`config.mk`:
```
export PLATFORM = sky130hd
export DESIGN_NAME = fb_vport_timing
export DESIGN_NICKNAME = d
export VERILOG_FILES = /design/src/rtl/fb_vport_timing.sv
export SDC_FILE = /design/constraint.sdc
export NUM_CORES = 1
export LEC_CHECK = 0
export ABC_CLOCK_PERIOD_IN_PS = 4000
export BUFFER_PORTS_ARGS = -buffer_cell sky130_fd_sc_hd__buf_2
export CORE_MARGIN = 3
export CORE_UTILIZATION = 54
export CTS_CLUSTER_DIAMETER = 150
export DETAILED_ROUTE_END_ITERATION = 12
export PLACE_DENSITY = 0.93
export SYNTH_ARGS = -nofsm -noshare
export SYNTH_HDL_FRONTEND = slang
export SYNTH_SLANG_ARGS = --single-unit
```
`constraint.sdc`:
```
create_clock -name iCLK -period 4 [get_ports iCLK]
set_clock_uncertainty 0.2 [all_clocks]
set_input_delay 0.8 -clock iCLK [delete_from_list [all_inputs] [get_ports iCLK]]
set_output_delay 0.8 -clock iCLK [all_outputs]
set_load 0.05 [all_outputs]
```
`src/rtl/fb_vport_timing.sv`:
```
// fb_vport_timing: raster timing generator plus RGB555 stream-to-port adapter.
// The raster counters free-run from reset, so the sink always sees a stable mode.
// The stream is locked to the raster on a start-of-frame pixel (ALIGN -> RUN).
// Optional build macro FB_VPORT_TESTPATTERN_EN adds iPATTERN. When iPATTERN is
// high, active pixels show 8 colour bars and the stream is ignored.
module fb_vport_timing #(
  parameter int H_ACTIVE = 640,
  parameter int H_FP     = 16,
  parameter int H_SYNC   = 96,
  parameter int H_BP     = 48,
  parameter int V_ACTIVE = 480,
  parameter int V_FP     = 10,
  parameter int V_SYNC   = 2,
  parameter int V_BP     = 33,
  parameter bit HS_POL   = 1'b0,
  parameter bit VS_POL   = 1'b0
) (
  input  logic        iCLK,
  input  logic        iRESET,
`ifdef FB_VPORT_TESTPATTERN_EN
  input  logic        iPATTERN,
`endif
  input  logic        iFB_START,
  input  logic [14:0] iFB_RGB,
  input  logic        iFB_DV,
  output logic        oFB_READY,
  output logic [7:0]  oRED,
  output logic [7:0]  oGRN,
  output logic [7:0]  oBLU,
  output logic        oHS,
  output logic        oVS,
  output logic        oDE,
  output logic        oLOCKED,
  output logic        oUNDERRUN
);

  localparam int H_TOTAL = H_ACTIVE + H_FP + H_SYNC + H_BP;
  localparam int V_TOTAL = V_ACTIVE + V_FP + V_SYNC + V_BP;
  localparam int HW = (H_TOTAL > 1) ? $clog2(H_TOTAL) : 1;
  localparam int VW = (V_TOTAL > 1) ? $clog2(V_TOTAL) : 1;

  // Counter-width constants, so every compare is width-matched.
  localparam logic [HW-1:0] H_ACT_C   = HW'(H_ACTIVE);
  localparam logic [HW-1:0] H_LAST_C  = HW'(H_TOTAL - 1);
  localparam logic [HW-1:0] HS_FIRST  = HW'(H_ACTIVE + H_FP);
  localparam logic [HW-1:0] HS_LAST   = HW'(H_ACTIVE + H_FP + H_SYNC - 1);
  localparam logic [VW-1:0] V_ACT_C   = VW'(V_ACTIVE);
  localparam logic [VW-1:0] V_LAST_C  = VW'(V_TOTAL - 1);
  localparam logic [VW-1:0] VS_FIRST  = VW'(V_ACTIVE + V_FP);
  localparam logic [VW-1:0] VS_LAST   = VW'(V_ACTIVE + V_FP + V_SYNC - 1);

  typedef enum logic {ALIGN, RUN} state_t;

  state_t        state, nextState;
  logic [HW-1:0] hCnt;
  logic [VW-1:0] vCnt;
  logic          hLast, vLast, origin, pixActive, hSync, vSync;
  logic          showPix, starve, misStart;
  logic [7:0]    pixR, pixG, pixB;

  // 5-bit to 8-bit colour: replicate the top bits into the new LSBs
  // so that full scale maps to full scale.
  function automatic logic [7:0] expand5(input logic [4:0] c);
    return {c, c[4:2]};
  endfunction

  assign hLast     = (hCnt == H_LAST_C);
  assign vLast     = (vCnt == V_LAST_C);
  assign origin    = (hCnt == '0) && (vCnt == '0);
  assign pixActive = (hCnt < H_ACT_C) && (vCnt < V_ACT_C);
  assign hSync     = (hCnt >= HS_FIRST) && (hCnt <= HS_LAST);
  assign vSync     = (vCnt >= VS_FIRST) && (vCnt <= VS_LAST);
  assign oLOCKED   = (state == RUN);

`ifdef FB_VPORT_TESTPATTERN_EN
  localparam int BAR_W = (H_ACTIVE / 8 > 0) ? H_ACTIVE / 8 : 1;
  localparam logic [HW-1:0] BAR_C = HW'(BAR_W);
  logic [2:0] barIdx;
  // Bar order: white, yellow, cyan, green, magenta, red, blue, black.
  assign barIdx = 3'(hCnt / BAR_C);
`endif

  // Free-running raster counters; they never depend on stream state.
  always_ff @(posedge iCLK) begin
    if (iRESET) begin
      hCnt <= '0;
      vCnt <= '0;
    end else if (hLast) begin
      hCnt <= '0;
      vCnt <= vLast ? '0 : vCnt + 1'b1;
    end else begin
      hCnt <= hCnt + 1'b1;
    end
  end

  // Lock state register.
  always_ff @(posedge iCLK) begin
    if (iRESET) state <= ALIGN;
    else        state <= nextState;
  end

  // Next state, ready handshake, and pixel selection for this position.
  always_comb begin
    nextState = state;
    oFB_READY = 1'b0;
    showPix   = 1'b0;
    starve    = 1'b0;
    misStart  = iFB_START && !origin;
    case (state)
      ALIGN: begin
        // Discard pixels until a start pixel appears. Hold the start pixel
        // until the frame wrap, so it is consumed at (0,0).
        oFB_READY = iFB_DV && !iFB_START;
        if (hLast && vLast && iFB_DV && iFB_START) nextState = RUN;
      end
      RUN: begin
        oFB_READY = pixActive && !misStart;
        if (pixActive) begin
          if (!iFB_DV) begin
            starve = 1'b1;
          end else if (misStart) begin
            nextState = ALIGN;
          end else begin
            showPix = 1'b1;
            if (origin && !iFB_START) nextState = ALIGN;
          end
        end
      end
      default: nextState = ALIGN;
    endcase
`ifdef FB_VPORT_TESTPATTERN_EN
    if (iPATTERN) begin
      nextState = ALIGN;
      oFB_READY = 1'b0;
      showPix   = 1'b0;
      starve    = 1'b0;
    end
`endif
  end

  // Colour of the pixel for this cycle (black unless a pixel is shown).
  always_comb begin
    pixR = 8'h00;
    pixG = 8'h00;
    pixB = 8'h00;
    if (showPix) begin
      pixR = expand5(iFB_RGB[14:10]);
      pixG = expand5(iFB_RGB[9:5]);
      pixB = expand5(iFB_RGB[4:0]);
    end
`ifdef FB_VPORT_TESTPATTERN_EN
    if (iPATTERN && pixActive) begin
      pixR = {8{~barIdx[1]}};
      pixG = {8{~barIdx[2]}};
      pixB = {8{~barIdx[0]}};
    end
`endif
  end

  // Output register: everything reflects the previous cycle's position.
  always_ff @(posedge iCLK) begin
    if (iRESET) begin
      oRED      <= 8'h00;
      oGRN      <= 8'h00;
      oBLU      <= 8'h00;
      oDE       <= 1'b0;
      oHS       <= ~HS_POL;
      oVS       <= ~VS_POL;
      oUNDERRUN <= 1'b0;
    end else begin
      oRED      <= pixR;
      oGRN      <= pixG;
      oBLU      <= pixB;
      oDE       <= pixActive;
      oHS       <= hSync ? HS_POL : ~HS_POL;
      oVS       <= vSync ? VS_POL : ~VS_POL;
      oUNDERRUN <= oUNDERRUN | starve;
    end
  end

endmodule

```
# Word-level counts from Yosys, hierarchy flattened
# Cells that the tools add are included.
# word_totals
reg_bits	49
wordCells	58
# classes
n_addsub	2
magnitude_cmp	6
eq_ne	2
n_mux	17
n_bitwise	3
n_reduce_logical	18
# op_table
cell	n
$add 10x1->10 const B	2
$eq 10x10->1 const B	2
$logic_not 10->1	2
$mux 1	14
$logic_and 1x1->1	11
$ge 10x10->1 const B	1
$ge 10x9->1 const B	1
$le 10x10->1 const B	1
$le 10x9->1 const B	1
$lt 10x10->1 const B	1
$lt 10x9->1 const B	1
$mux 10	1
$pmux 1 s2	2
$reduce_or 2->1	2
$logic_not 1->1	3
$not 1->1	2
$or 1x1->1	1

# Logic depth before layout (Yosys ltp)
# logic_depth
ltp_word	10
ltp_mapped	11

# Worst setup path before layout
# No wires, ideal clock.
# synth_timing
kind	register to output
from	register hCnt[5]
to	output port oFB_READY
arrival_ps	2292
required_time_ps	3000
path_slack_ps	708
stages_incl_launch_ff	9
cell_sequence	dfxtp_1 -> buf_6 -> or3_4 -> buf_6 -> nor4_1 -> nand4_1 -> ha_1 -> nand2b_1 -> o22ai_1
# synth_between
elab_chain_cells	7
word_cells_on_any_way	9
cone_classes	order compare (1); mux (1); reduce/logical (7)
# synth_lines
element	line_no	text
from (decl)	55	logic [HW-1:0] hCnt;
from (signal assigned)	92	hCnt <= hCnt + 1'b1;
branches (longest 5 deep; another with $lt 10x10->1)	n/a	
$logic_and 1x1->1 (*)	117	oFB_READY = pixActive && !misStart;
$pmux 1 s2 (*)	109	case (state)
to (decl)	26	output logic oFB_READY,
# Every way passes the cells marked *.

# Worst setup path after layout
# Same ends and word-level chain as after synthesis.

==> results.ini <==
[cts]
cts_buffers=5
root_buffer=clkbuf_4
cts_hold_buf=0
cts_resized=0
cts_tree=yes
clk_latency_ns=0.35
cts_setup_buffers=0
clk_path_buf_depth=2
htreeDepth=2
clock_sink_count=40
clk_pin_slew_worst_paths_ns=0.12

[die]
core_sq_um=2880
dieHeight_microns=62.3
initial_core_util=0.595
die_area_sq_um=3880
num_rows=19
io_pins=49
die_x_microns=62.3

[detailed_routing]
drt_iter0_drc=77
via_count=1431
firstDrtPassIters=4
ant_nets=0
vias_per_cell=5.34
wl_per_cell_microns=12.6
drc=0
finalWirelength_microns=3370

[synthesis]
synthesis.area_sq_um=1710
synthCells=188
synthMuxAreaShare=0.00585
ys_async_sr_fraction=0
netlist-cell-type-count=35
synth_most_common_cell=dfxtp_1
synth_ff_type=dfxtp_1
ys_ff_latch=40
synth_fa_ha_area_frac=0.0365
synth_common_cells=dfxtp_1, nor2_1, and2_1
syn_area_per_cell_sq_um=9.10
yosysSeqAreaShare=0.468
syn-num-nets=212
synth.largest_area_cell=dfxtp_1
synth_edf_count=0
synth_top_family_by_area=simple AND/OR/NAND/NOR gates
synth_xor_area_frac=0.0665
yosysTopAreaCellShare=0.468
synth_warnings=0
synth_compound_area_frac=0.0519
synth_simple_gate_area_frac=0.283
synth_area_leaders=dfxtp_1, and2_1, nor2_1

[worst_setup_path]
arrival_ns=2.31
critical_path_class=flip-flop to output port
cp_cell_sequence=or3_4, nor4_1, nand4_1, ha_1, nand2b_1, o22ai_1, buf_2
cp-start-kind=flip-flop
crit_fanout=7
rr_startpoint=hCnt[5]
rrSetupSlack_ns=1.53
critical_path.slowest_cell=or3_4
max_stage_delay_ns=0.45
worst_setup_path_end_kind=output port
cp.required_ns=3.00
reg2regPathDepth=8
r2r_end=oBLU[2]

[sta]
slew-limit-headroom=0.609
period_needed_ns=3.31
rsz0062_at_grt=false
final_max_slew_viol_count=0
finalHoldViolCount=0
fin_setup_tns_ns=0
max_freq_mhz=302
worst_pin_slew_ns=0.581
setup_slack_ns=0.690
timing.final.crit_share=0.827
setup_viol=0

[job]
maxCapViolations=0

[worst_hold_path]
hp-start=oUNDERRUN
hold_depth=2
min_to=oUNDERRUN
hold_path_class=flip-flop to flip-flop

[global_route]
antenna_found_initial=0
globalRouteMet2Util=0.324
top_usage_layer=met2
grt_pass1_wl_microns=5730
gr-total-overflow=0
grt_max_degree=16
grt.met1_usage=0.202
grt_pass1_vias=1305
grt_util_met3=0.0631
track_usage=0.182

[placed_design]
place_congestion=0.811
place_ws_ns=1.08
dp_hpwl_microns=2580
io_buffers=48

[finish]
layout-drive-gt1-share=0.279
seqCellArea_sq_um=801
area.growth.synth_to_final_pct=15.4
nFillCells=211
multi_input_area_sq_um=759
diodes=0
nNetsFinal=249

[power_and_ir_drop]
p_leak_nw=0.841
vdd_drop_max_v=0.000208
power_density_nw_per_um2=357

[outcome]
run_status=completed

sequential cells by signal, summed over array words and instances (netlist names):
name,cells
hCnt,10
oBLU,5
vCnt,10
oVS,1
oGRN,5
oHS,1
oLOCKED,1
oUNDERRUN,1
oRED,5
oDE,1
metal layers:
metal  routed length (microns)  up-vias
met1                      1420      663
met5                         0        -
met2                      1670       61
met3                       233        5
li1                          -      702
met4                        45        0
area by class of cell:
cell class / count / area share
clock inverter: 3 / 0.0234
tap: 42 / 0.0266
sequential: 40 / 0.406
clock buffer: 5 / 0.0190
multi-input combinational: 121 / 0.385
timing repair buffer: 49 / 0.125
inverter: 8 / 0.0152
how the worst max path moves through the flow:
stage	start	to	slack, ns	cells after the start
global route	hCnt[5]	oFB_READY	0.60	7
floorplan	hCnt[5]	oFB_READY	0.71	8
global placement	hCnt[5]	oFB_READY	1.16	7
CTS	hCnt[5]	oFB_READY	0.68	7
finish	hCnt[5]	oFB_READY	0.69	7
detailed placement	hCnt[5]	oFB_READY	1.08	7
metrics by stage:
| step | cells | power [mW] | cell area (sq um) | utilization | hold WS (ns) |
|---|---|---|---|---|---|
| after detailed placement | 260 | 0.446 | 1890 | 0.657 | 0.236 |
| after floorplan | 188 | 0.433 | 1710 | - | 0.220 |
| after global routing | 268 | 0.734 | 1970 | 0.686 | 0.284 |
| after CTS | 268 | 0.710 | 1970 | 0.686 | 0.254 |
| after global placement | 260 | 0.445 | 1890 | 0.657 | 0.233 |
| final | 268 | 0.705 | 1970 | 0.686 | 0.254 |
critical path: cells and delay by family (launching register included):
kind	cells	cell delay [ns]
compound gates	1	0.14
fa+ha+maj	1	0.19
buf+inv	1	0.28
flops	1	0.39
simple gates	4	0.97
layout by cell type, fill, tap and decap left out, drive strengths merged, types with 2 or more instances in the layout:
cell type | netlist | routed
a21oi | 5 | 5
and2 | 15 | 15
buf | 12 | 49
clkbuf | 7 | 5
dfxtp | 40 | 40
ha | 5 | 5
inv | 8 | 9
nand2 | 8 | 8
nand3 | 8 | 8
nand3b | 2 | 2
nand4 | 9 | 9
nor2 | 22 | 22
nor3 | 6 | 6
nor4 | 4 | 4
nor4b | 3 | 3
o21ai | 4 | 4
or3 | 4 | 4
xnor2 | 8 | 8
xor2 | 5 | 5
where the power goes:
part	internal (mW)	total (mW)	switching, mW
Sequential	0.401	0.405	0.00384
Clock	0.133	0.268	0.135
Combinational	0.0147	0.0317	0.0170
cells by family after synthesis:
kind of cell               count (synthesis)
buffers and inverters                     27
and+or+nand+nor                           88
adders and majority gates                  5
muxes                                      1
AOI/OAI and AO/OA                         14
xor gates and xnor gates                  13
DFF                                       40
No activity file was read; power rests on OpenSTA's default activity.
